<file path="src/rtl/axistream_snooper_pkg.sv">
// Shared definitions for the AXI-Stream snooper.
// Packet-memory geometry, width helper and FSM state type.
package axistream_snooper_pkg;

    localparam int PKT_MEM_BYTES      = 2048;
    localparam int PKT_MEM_DATA_WIDTH = 64;

    function automatic int clog2(input int value);
        int r;
        r = 0;
        for (int i = 0; i < 31; i++) begin
            if ((1 << i) < value) begin
                r = i + 1;
            end
        end
        return r;
    endfunction

    localparam int PKT_MEM_WORDS =
        PKT_MEM_BYTES / (PKT_MEM_DATA_WIDTH / 8);

    typedef enum logic [2:0] {
        S_IDLE,
        S_ARMED,
        S_RECV,
        S_TRUNC,
        S_DROP,
        S_DONE
    } snoop_state_t;

endpackage

</file>
<file path="src/rtl/axistream_snooper_keep_popcount.sv">
// TKEEP to valid-byte count conversion.
// Purely combinational; shared with the forwarder.
module keep_popcount #(
    parameter int KEEP_WIDTH = 8,
    parameter int INC_WIDTH  = 4
) (
    input  logic [KEEP_WIDTH-1:0] keep,
    output logic [INC_WIDTH-1:0]  count
);

    // Sum every set byte-enable bit.
    always_comb begin
        count = '0;
        for (int i = 0; i < KEEP_WIDTH; i++) begin
            count = count + INC_WIDTH'(keep[i]);
        end
    end

endmodule

</file>
<file path="src/rtl/axistream_snooper.sv">
// Passive AXI-Stream tap feeding a packetfilter_core buffer.
// Claims a buffer, writes one flit per word, ends with sn_done.
module axistream_snooper
    import axistream_snooper_pkg::*;
#(
    parameter int SN_DATA_WIDTH = PKT_MEM_DATA_WIDTH,
    parameter int SN_ADDR_WIDTH = clog2(PKT_MEM_WORDS),
    parameter int INC_WIDTH     = clog2(SN_DATA_WIDTH / 8) + 1
) (
    input  logic                       clk,
    input  logic                       rst,
    input  logic [SN_DATA_WIDTH-1:0]   snoop_TDATA,
    input  logic [SN_DATA_WIDTH/8-1:0] snoop_TKEEP,
    input  logic                       snoop_TVALID,
    input  logic                       snoop_TREADY,
    input  logic                       snoop_TLAST,
    output logic [SN_ADDR_WIDTH-1:0]   sn_addr,
    output logic [SN_DATA_WIDTH-1:0]   sn_wr_data,
    output logic                       sn_wr_en,
    output logic [INC_WIDTH-1:0]       sn_byte_inc,
    output logic                       sn_done,
    input  logic                       rdy_for_sn,
    output logic                       rdy_for_sn_ack
);

    snoop_state_t state;
    snoop_state_t state_n;

    logic [SN_ADDR_WIDTH-1:0] addr;
    logic [SN_ADDR_WIDTH-1:0] addr_n;
    logic                     in_pkt;

    logic [SN_ADDR_WIDTH-1:0] out_addr_n;
    logic [SN_DATA_WIDTH-1:0] data_n;
    logic [INC_WIDTH-1:0]     inc_n;
    logic                     wr_en_n;
    logic                     done_n;
    logic                     ack_n;
    logic                     take;

    logic [INC_WIDTH-1:0] byte_count;
    logic                 flit;
    logic                 start;
    logic                 has_data;
    logic                 last_addr;

    assign flit      = snoop_TVALID & snoop_TREADY;
    assign start     = flit & ~in_pkt;
    assign has_data  = |snoop_TKEEP;
    assign last_addr = (addr == {SN_ADDR_WIDTH{1'b1}});

    keep_popcount #(
        .KEEP_WIDTH (SN_DATA_WIDTH / 8),
        .INC_WIDTH  (INC_WIDTH)
    ) u_popcount (
        .keep  (snoop_TKEEP),
        .count (byte_count)
    );

    // Next state, next address and the values the output registers take.
    always_comb begin
        state_n    = state;
        addr_n     = addr;
        wr_en_n    = 1'b0;
        done_n     = 1'b0;
        ack_n      = 1'b0;
        out_addr_n = '0;
        data_n     = '0;
        inc_n      = '0;
        take       = 1'b0;

        unique case (state)
            S_IDLE: begin
                addr_n = '0;
                if (start) begin
                    state_n = snoop_TLAST ? S_IDLE : S_DROP;
                end else if (rdy_for_sn && !in_pkt) begin
                    ack_n   = 1'b1;
                    state_n = S_ARMED;
                end
            end
            S_ARMED: take = start;
            S_RECV:  take = flit;
            S_TRUNC: begin
                if (flit && snoop_TLAST) begin
                    done_n  = 1'b1;
                    state_n = S_IDLE;
                end
            end
            S_DROP: begin
                if (flit && snoop_TLAST) begin
                    state_n = S_IDLE;
                end
            end
            S_DONE: begin
                addr_n  = '0;
                // A start flit here arrives too early to be captured.
                state_n = (start && !snoop_TLAST) ? S_DROP : S_IDLE;
            end
            default: state_n = S_IDLE;
        endcase

        if (take) begin
            if (has_data) begin
                wr_en_n    = 1'b1;
                out_addr_n = addr;
                data_n     = snoop_TDATA;
                inc_n      = byte_count;
                addr_n     = addr + SN_ADDR_WIDTH'(1);
            end
            if (snoop_TLAST) begin
                done_n  = 1'b1;
                state_n = S_DONE;
            end else if (has_data && last_addr) begin
                state_n = S_TRUNC;
            end else begin
                state_n = S_RECV;
            end
        end
    end

    // State, address counter and registered write-port outputs.
    always_ff @(posedge clk) begin
        if (rst) begin
            state          <= S_IDLE;
            addr           <= '0;
            sn_addr        <= '0;
            sn_wr_data     <= '0;
            sn_wr_en       <= 1'b0;
            sn_byte_inc    <= '0;
            sn_done        <= 1'b0;
            rdy_for_sn_ack <= 1'b0;
        end else begin
            state          <= state_n;
            addr           <= addr_n;
            sn_addr        <= out_addr_n;
            sn_wr_data     <= data_n;
            sn_wr_en       <= wr_en_n;
            sn_byte_inc    <= inc_n;
            sn_done        <= done_n;
            rdy_for_sn_ack <= ack_n;
        end
    end

    // Packet boundary tracking, independent of the capture FSM.
    always_ff @(posedge clk) begin
        if (rst) begin
            in_pkt <= 1'b0;
        end else if (flit) begin
            in_pkt <= ~snoop_TLAST;
        end
    end

endmodule

</file>
<file path="config.mk">
export PLATFORM = sky130hd
export DESIGN_NAME = axistream_snooper
export DESIGN_NICKNAME = d
export VERILOG_FILES = /design/src/rtl/axistream_snooper_pkg.sv /design/src/rtl/axistream_snooper_keep_popcount.sv /design/src/rtl/axistream_snooper.sv
export SDC_FILE = /design/constraint.sdc
export NUM_CORES = 1
export LEC_CHECK = 0
export BUFFER_PORTS_ARGS = -buffer_cell sky130_fd_sc_hd__buf_2
export CAP_MARGIN = 15
export CORE_MARGIN = 2
export CORE_UTILIZATION = 30
export DETAILED_ROUTE_END_ITERATION = 16
export PLACE_DENSITY_LB_ADDON = 0.05
export RECOVER_POWER = 50
export SLEW_MARGIN = 20
export SYNTH_ARGS = -nofsm -noshare
export SYNTH_HDL_FRONTEND = slang
export SYNTH_SLANG_ARGS = --single-unit
</file>
<file path="constraint.sdc">
create_clock -name clk -period 3.6 [get_ports clk]
set_clock_uncertainty 0.05 [all_clocks]
set_input_delay 0.18 -clock clk [delete_from_list [all_inputs] [get_ports clk]]
set_output_delay 0.18 -clock clk [all_outputs]
set_load 0.02 [all_outputs]
</file>
==> summary.txt, run 1 <==
Run status = complete, no violations
Final Max Tran Viols = 0
Area Overhead vs Synth = 51.7%
Syn_area_per_cell = 11.2 um2
Ports = 157
Filler cell count = 1,021
Final setup vio count = 0
Standard cell core area = 0.0102 mm2
Final Routed Wirelength = 7460 um
Total number of vias = 2,659
Initial antenna violation count = 0
Share of cells above drive strength 1 = 19.4%
Post-route worst setup slack = 1.06 ns
Met3 Track Usage GR = 4.05%
Total power = 2.18 mW
Starting Density = 30.5%
Global-route wire length before repair = 11,800 um
Fraction of registers with async set/reset = 0%
Total clock sinks = 91
Met2 global-route usage = 21.2%
Syn_nets = 365
CP Capture Type = flop
Hold crit path type = in2reg
Fin. Hold Viols = 0
Yosys reg bits = 91
Setup bufs post-CTS = 0
Final hold slack = 0.0317 ns
Max clock buf depth = 2
Port Buffers = 156
Area contributors post-synth = dfxtp_1, and2_1, fa_1
Rel. slew slack = 58.0%
Sequential element share of the synthesized area = 58.4%
HPWL Detailed = 4830 um
Synth Cell Area = 0.00312 mm2
Area of the multi-input gates = 0.00114 mm2
Synth warnings = 0
# rows = 37
CP arrival = 2.79 ns
CTS Root Cell = clkbuf_8
Mapped Cells = 278
Dominant synthesized flop cell = dfxtp_1
Highest Clock Rate = 393 MHz
DRT iter0 DRCs = 73
Critical Path RT = 3.85 ns
Largest net degree at the start of global routing = 77
Vias in the first global route = 2,456
Power per cell area = 460 mW/mm2
Die width = 106 um
MaxCap Viol Count = 0
Worst setup SP type = flop
Die H = 106 um
Clock slew at reported path FFs = 0.09 ns
Final nets = 583
Post-route setup TNS = 0 ns
Worst skew pair latency = 0.36 ns
H-tree depth = 3
Sequential cell area = 0.00182 mm2
Slew @ Worst Pin = 0.629 ns
EDFF count, synth = 0
Fin crit share = 70.6%
Area fraction of the dominant cell type after synthesis = 58.4%
Die Area = 0.0112 mm2
Setup CP Type = reg2reg
# DRC = 0
M1 GR Usage = 16.3%
Antenna-violating nets left = 0
DR vias/cell = 4.17
Largest area contributor in the netlist = dfxtp_1
Crit Path Max Fanout = 76
RSZ-0062 raised after global routing = false
Tot GR Track Use = 13.3%
Max IR drop VDD = 187 uV
Number of cells upsized or downsized after cts = 0
Dpl ws = 0.746 ns
Gr ovfl total = 0
CTS tree = built
Leakage Power = 1.99 nW
WL per Instance = 11.7 um
R2R setup slack = 1.06 ns
Distinct cells, synth = 43
# diodes = 0
Routability cong. = 0.730
Most frequent cells in the layout = dfxtp_1, clkbuf_1, buf_2, and2_1, dlygate4sd3_1
Most common cell after layout, fill and taps aside = dfxtp_1
Num CTS Buffers = 9
GR peak layer = met2
Drt pass-1 iters = 5
Post-layout util = 46.3%
Fin crit period = 2.54 ns
## layer usage
metal	vias up	part of all wire (%)
met5	-	0
met4	0	2.3
met3	15	7.0
met2	100	46
met1	1183	45
li1	1361	-
## worst paths after layout
| kind | end | from | depth (start not counted) |
|---|---|---|---|
| hold / removal | rdy_for_sn_ack$_SDFF_PP0_ | rdy_for_sn | 3 |
| setup reg to reg | sn_wr_data[31]$_SDFF_PP0_ | state[0]$_SDFFE_PP0P_ | 5 |
| hold reg to reg | addr[7]$_SDFF_PP0_ | addr[7]$_SDFF_PP0_ | 2 |
| setup / recovery | sn_wr_data[31]$_SDFF_PP0_ | state[0]$_SDFFE_PP0P_ | 5 |
## final cells by class
| cell class | instances | share of cell area, % |
|---|---|---|
| inverters | 14 | 1.11 |
| well taps | 136 | 3.59 |
| multi-input cells | 159 | 24.0 |
| flip-flops and latches | 91 | 38.5 |
| clock inverters | 6 | 2.01 |
| clock buffers | 10 | 2.70 |
| repair buffers | 221 | 28.1 |
## worst max-delay path, stage by stage, from the launching register on
cell and delay, ns:
dfxtp_1 0.53, nor3b_1 0.58, o2111ai_4 0.35, nor3_4 0.23, buf_4 0.49, and2_1 0.21
## stage by stage
step,area [um2],instances
CTS,4840,637
finish,4730,637
detailed placement,3980,557
global route,4730,637
floorplan,3120,278
global placement,3980,557
## repair_timing
action	in CTS	in global routing
hold buffers	64	0
endpoints found under the setup margin	0	0
endpoints found under the hold margin	64	0
## kinds of logic (layout without fill, tap and decap cells)
| kind of cell | after synthesis | count (layout) | synth area share [%] |
|---|---|---|---|
| AOI/OAI and AO/OA | 33 | 33 | 8.18 |
| xor gates and xnor gates | 2 | 2 | 0.561 |
| adders and majority gates | 9 | 9 | 4.57 |
| buffers and inverters | 28 | 251 | 5.05 |
| DFF | 91 | 91 | 58.4 |
| muxes | 1 | 1 | 0.321 |
| and+or+nand+nor | 114 | 114 | 23.0 |
## state kept, by name (all words and copies together), names as in the netlist, 3 cells and up
name and count:
sn_wr_data 64, sn_addr 8, sn_byte_inc 4, addr 8, state 3
## power breakdown
group          switching [mW]  internal, mW
clock                   0.379         0.399
combinational           0.171         0.162
sequential             0.0253          1.04
total                   0.576          1.60
## Yosys cell counts, types with 3 or more instances
library cell   n
dfxtp_1       91
a21oi_1        6
buf_4          3
ha_1           5
fa_1           4
nand4_1        3
inv_1         14
a31oi_1        5
clkbuf_1       3
buf_2          3
and2_1        75
nand2_1        7
or3_1          3
nor3_1         4
nand3_1        4
o211ai_1       5
buf_6          5
or4_1          4
(Power assumes the default switching activity.)
==> inputs of run 2 (changes only) <==
Clock period 3.6 ns to 2.7 ns, I/O delays scaled along.
==> run 2 against run 1 <==
  * First-iteration DRC count rose by 40%
  * Cell area rose by 0.53%
  * Die area did not move
  * Clock power rose by 19%
  * Via count did not move
  * Power rose by 29%
  * Core utilization rose by 0.24 points
  * Critical endpoint is now sn_byte_inc[2]$_SDFF_PP0_
  * Final cell count rose by 0.63%
  * Non-clock buffer count rose by 4
  * Routed wire length rose by 1.9%
  * Sequential share of layout area fell by 0.20 points
  * Critical path type is now in2reg
==> summary.txt, run 2 (synthesized netlist as in run 1, its figures left out) <==
Die H = 106 um
DR vias/cell = 4.15
Worst path max stage delay = 0.49 ns
Slew @ Worst Pin = 0.551 ns
DRT iter0 DRCs = 102
# DRC = 0
Gr ovfl total = 0
# rows = 37
Initial antenna violation count = 0
Vias in the first global route = 2,590
Hold EP = state[2]$_SDFFE_PP0P_
Port Buffers = 156
Largest net degree at the start of global routing = 77
# diodes = 0
Most frequent cell on the critical path = fa_1
Fin crit share = 90.5%
Max clock buf depth = 2
Crit Path Max Fanout = 2
R2R setup slack = 0.45 ns
Worst skew pair latency = 0.35 ns
Standard cell core area = 0.0102 mm2
Share of cells above drive strength 1 = 19.8%
Critical-path cell list = buf_2 -> inv_1 -> ha_1 -> inv_1 -> fa_1 -> fa_1 -> inv_1 -> fa_1 -> fa_1 -> xnor2_1 -> nor4_1
Die Area = 0.0112 mm2
Reg with most FFs = sn_wr_data
Slowest CP cell = fa_1
R2r endpoint = sn_byte_inc[3]$_SDFF_PP0_
Routability cong. = 0.744
Critical Path RT = 2.87 ns
HPWL Detailed = 4960 um
Leakage Power = 2.00 nW
WL per Instance = 11.9 um
Number of cells upsized or downsized after cts = 0
Fin. Hold Viols = 0
Post-layout util = 46.5%
Ports = 157
Hold crit path type = in2reg
Drt pass-1 iters = 4
Power per cell area = 589 mW/mm2
Final setup vio count = 0
Clock slew at reported path FFs = 0.09 ns
Area Overhead vs Synth = 52.5%
Final Max Tran Viols = 0
Crit Reg-Reg Startpoint = state[0]$_SDFFE_PP0P_
Most frequent cells in the layout = dfxtp_1, clkbuf_1, buf_2, and2_1, dlygate4sd3_1
Tot GR Track Use = 13.3%
H-tree depth = 3
Top flop regs = sn_wr_data: 64 flops, addr: 8 flops, sn_addr: 8 flops
Min-delay src = rst
Total number of vias = 2,659
Antenna-violating nets left = 0
Run status = complete, no violations
Final Routed Wirelength = 7600 um
Num CTS Buffers = 9
Global-route wire length before repair = 11,800 um
RSZ-0062 raised after global routing = false
Filler cell count = 1,040
Rel. slew slack = 63.2%
Starting Density = 30.5%
Fin crit period = 2.44 ns
CP arrival = 2.61 ns
Total clock sinks = 91
Worst r2r path cells = 5
Worst setup SP type = input pin
Final nets = 587
CP Capture Type = flop
Setup CP Type = in2reg
Max IR drop VDD = 277 uV
Post-route setup TNS = 0 ns
MaxCap Viol Count = 0
Hold path cells = 2
Die width = 106 um
CTS Root Cell = clkbuf_8
CTS tree = built
Highest Clock Rate = 409 MHz
Largest register FFs = 64
Most common cell after layout, fill and taps aside = dfxtp_1
==> run 2: cell types whose count changed in the layout (fill, tap and decap cells not counted) <==
cell	change
buf_4	+2
buf_12	+1
bufinv_16	-1
clkbuf_8	+1
clkinv_2	+1
dlygate4sd3_1	+1
inv_6	-1
==> run 2: area by class of cell <==
class	count	area [um2]	share of cell area (%)
Clock buffer	11	141	2.97
Clock inverter	5	61.3	1.29
Inverter	14	52.6	1.10
Multi-Input combinational cell	159	1140	23.9
Sequential cell	91	1820	38.3
Tap cell	136	170	3.58
Timing Repair Buffer	225	1380	28.9
==> run 2: metal layers <==
layer  track usage, %  part of all wire [%]
met1             15.2                    44
met2             23.4                    49
met3             4.11                   6.1
met4             5.08                   1.5
met5                0                     0
==> run 2: critical path: cells and delay by family <==
family	cells	cell delay (ns)
simple gates	1	0.06
xor+xnor	1	0.19
fa+ha+maj	5	2.00
buf+inv	4	0.25
==> run 2: how the worst max path moves through the flow <==
stage          slack (ns)                   endpoint      startpoint
5_1_grt              0.14  sn_byte_inc[2]$_SDFF_PP0_  snoop_TKEEP[0]
4_1_cts              0.24  sn_byte_inc[2]$_SDFF_PP0_  snoop_TKEEP[0]
2_1_floorplan        0.11  sn_byte_inc[2]$_SDFF_PP0_  snoop_TKEEP[0]
3_3_place_gp        -0.06  sn_byte_inc[2]$_SDFF_PP0_  snoop_TKEEP[0]
6_report             0.26  sn_byte_inc[2]$_SDFF_PP0_  snoop_TKEEP[0]
3_5_place_dp        -0.14  sn_byte_inc[2]$_SDFF_PP0_  snoop_TKEEP[0]
==> run 2: per-stage QoR <==
stage / hold WS [ns] / instances / total power, mW / setup WS [ns] / instance area [um2]
2_1_floorplan: 0.207 / 278 / 1.73 / 0.112 / 3120
3_3_place_gp: 0.283 / 560 / 1.85 / -0.0591 / 4020
3_5_place_dp: 0.288 / 560 / 1.86 / -0.144 / 4020
4_1_cts: 0.0976 / 641 / 2.87 / 0.244 / 4870
5_1_grt: 0.135 / 641 / 2.96 / 0.139 / 4760
6_report: 0.104 / 641 / 2.80 / 0.257 / 4760
==> run 2: where the power goes <==
group	switching [mW]	leakage, nW	internal (mW)	total, mW
Clock	0.469	0.104	0.459	0.928
Sequential	0.0344	0.734	1.39	1.42
Combinational	0.230	1.16	0.221	0.451
Total	0.734	2.00	2.07	2.80
==> run 2: what timing repair did <==
item,4_1_cts,5_1_grt
setup buffers,0,0
endpoints found under the hold margin,65,0
hold buffers,65,0
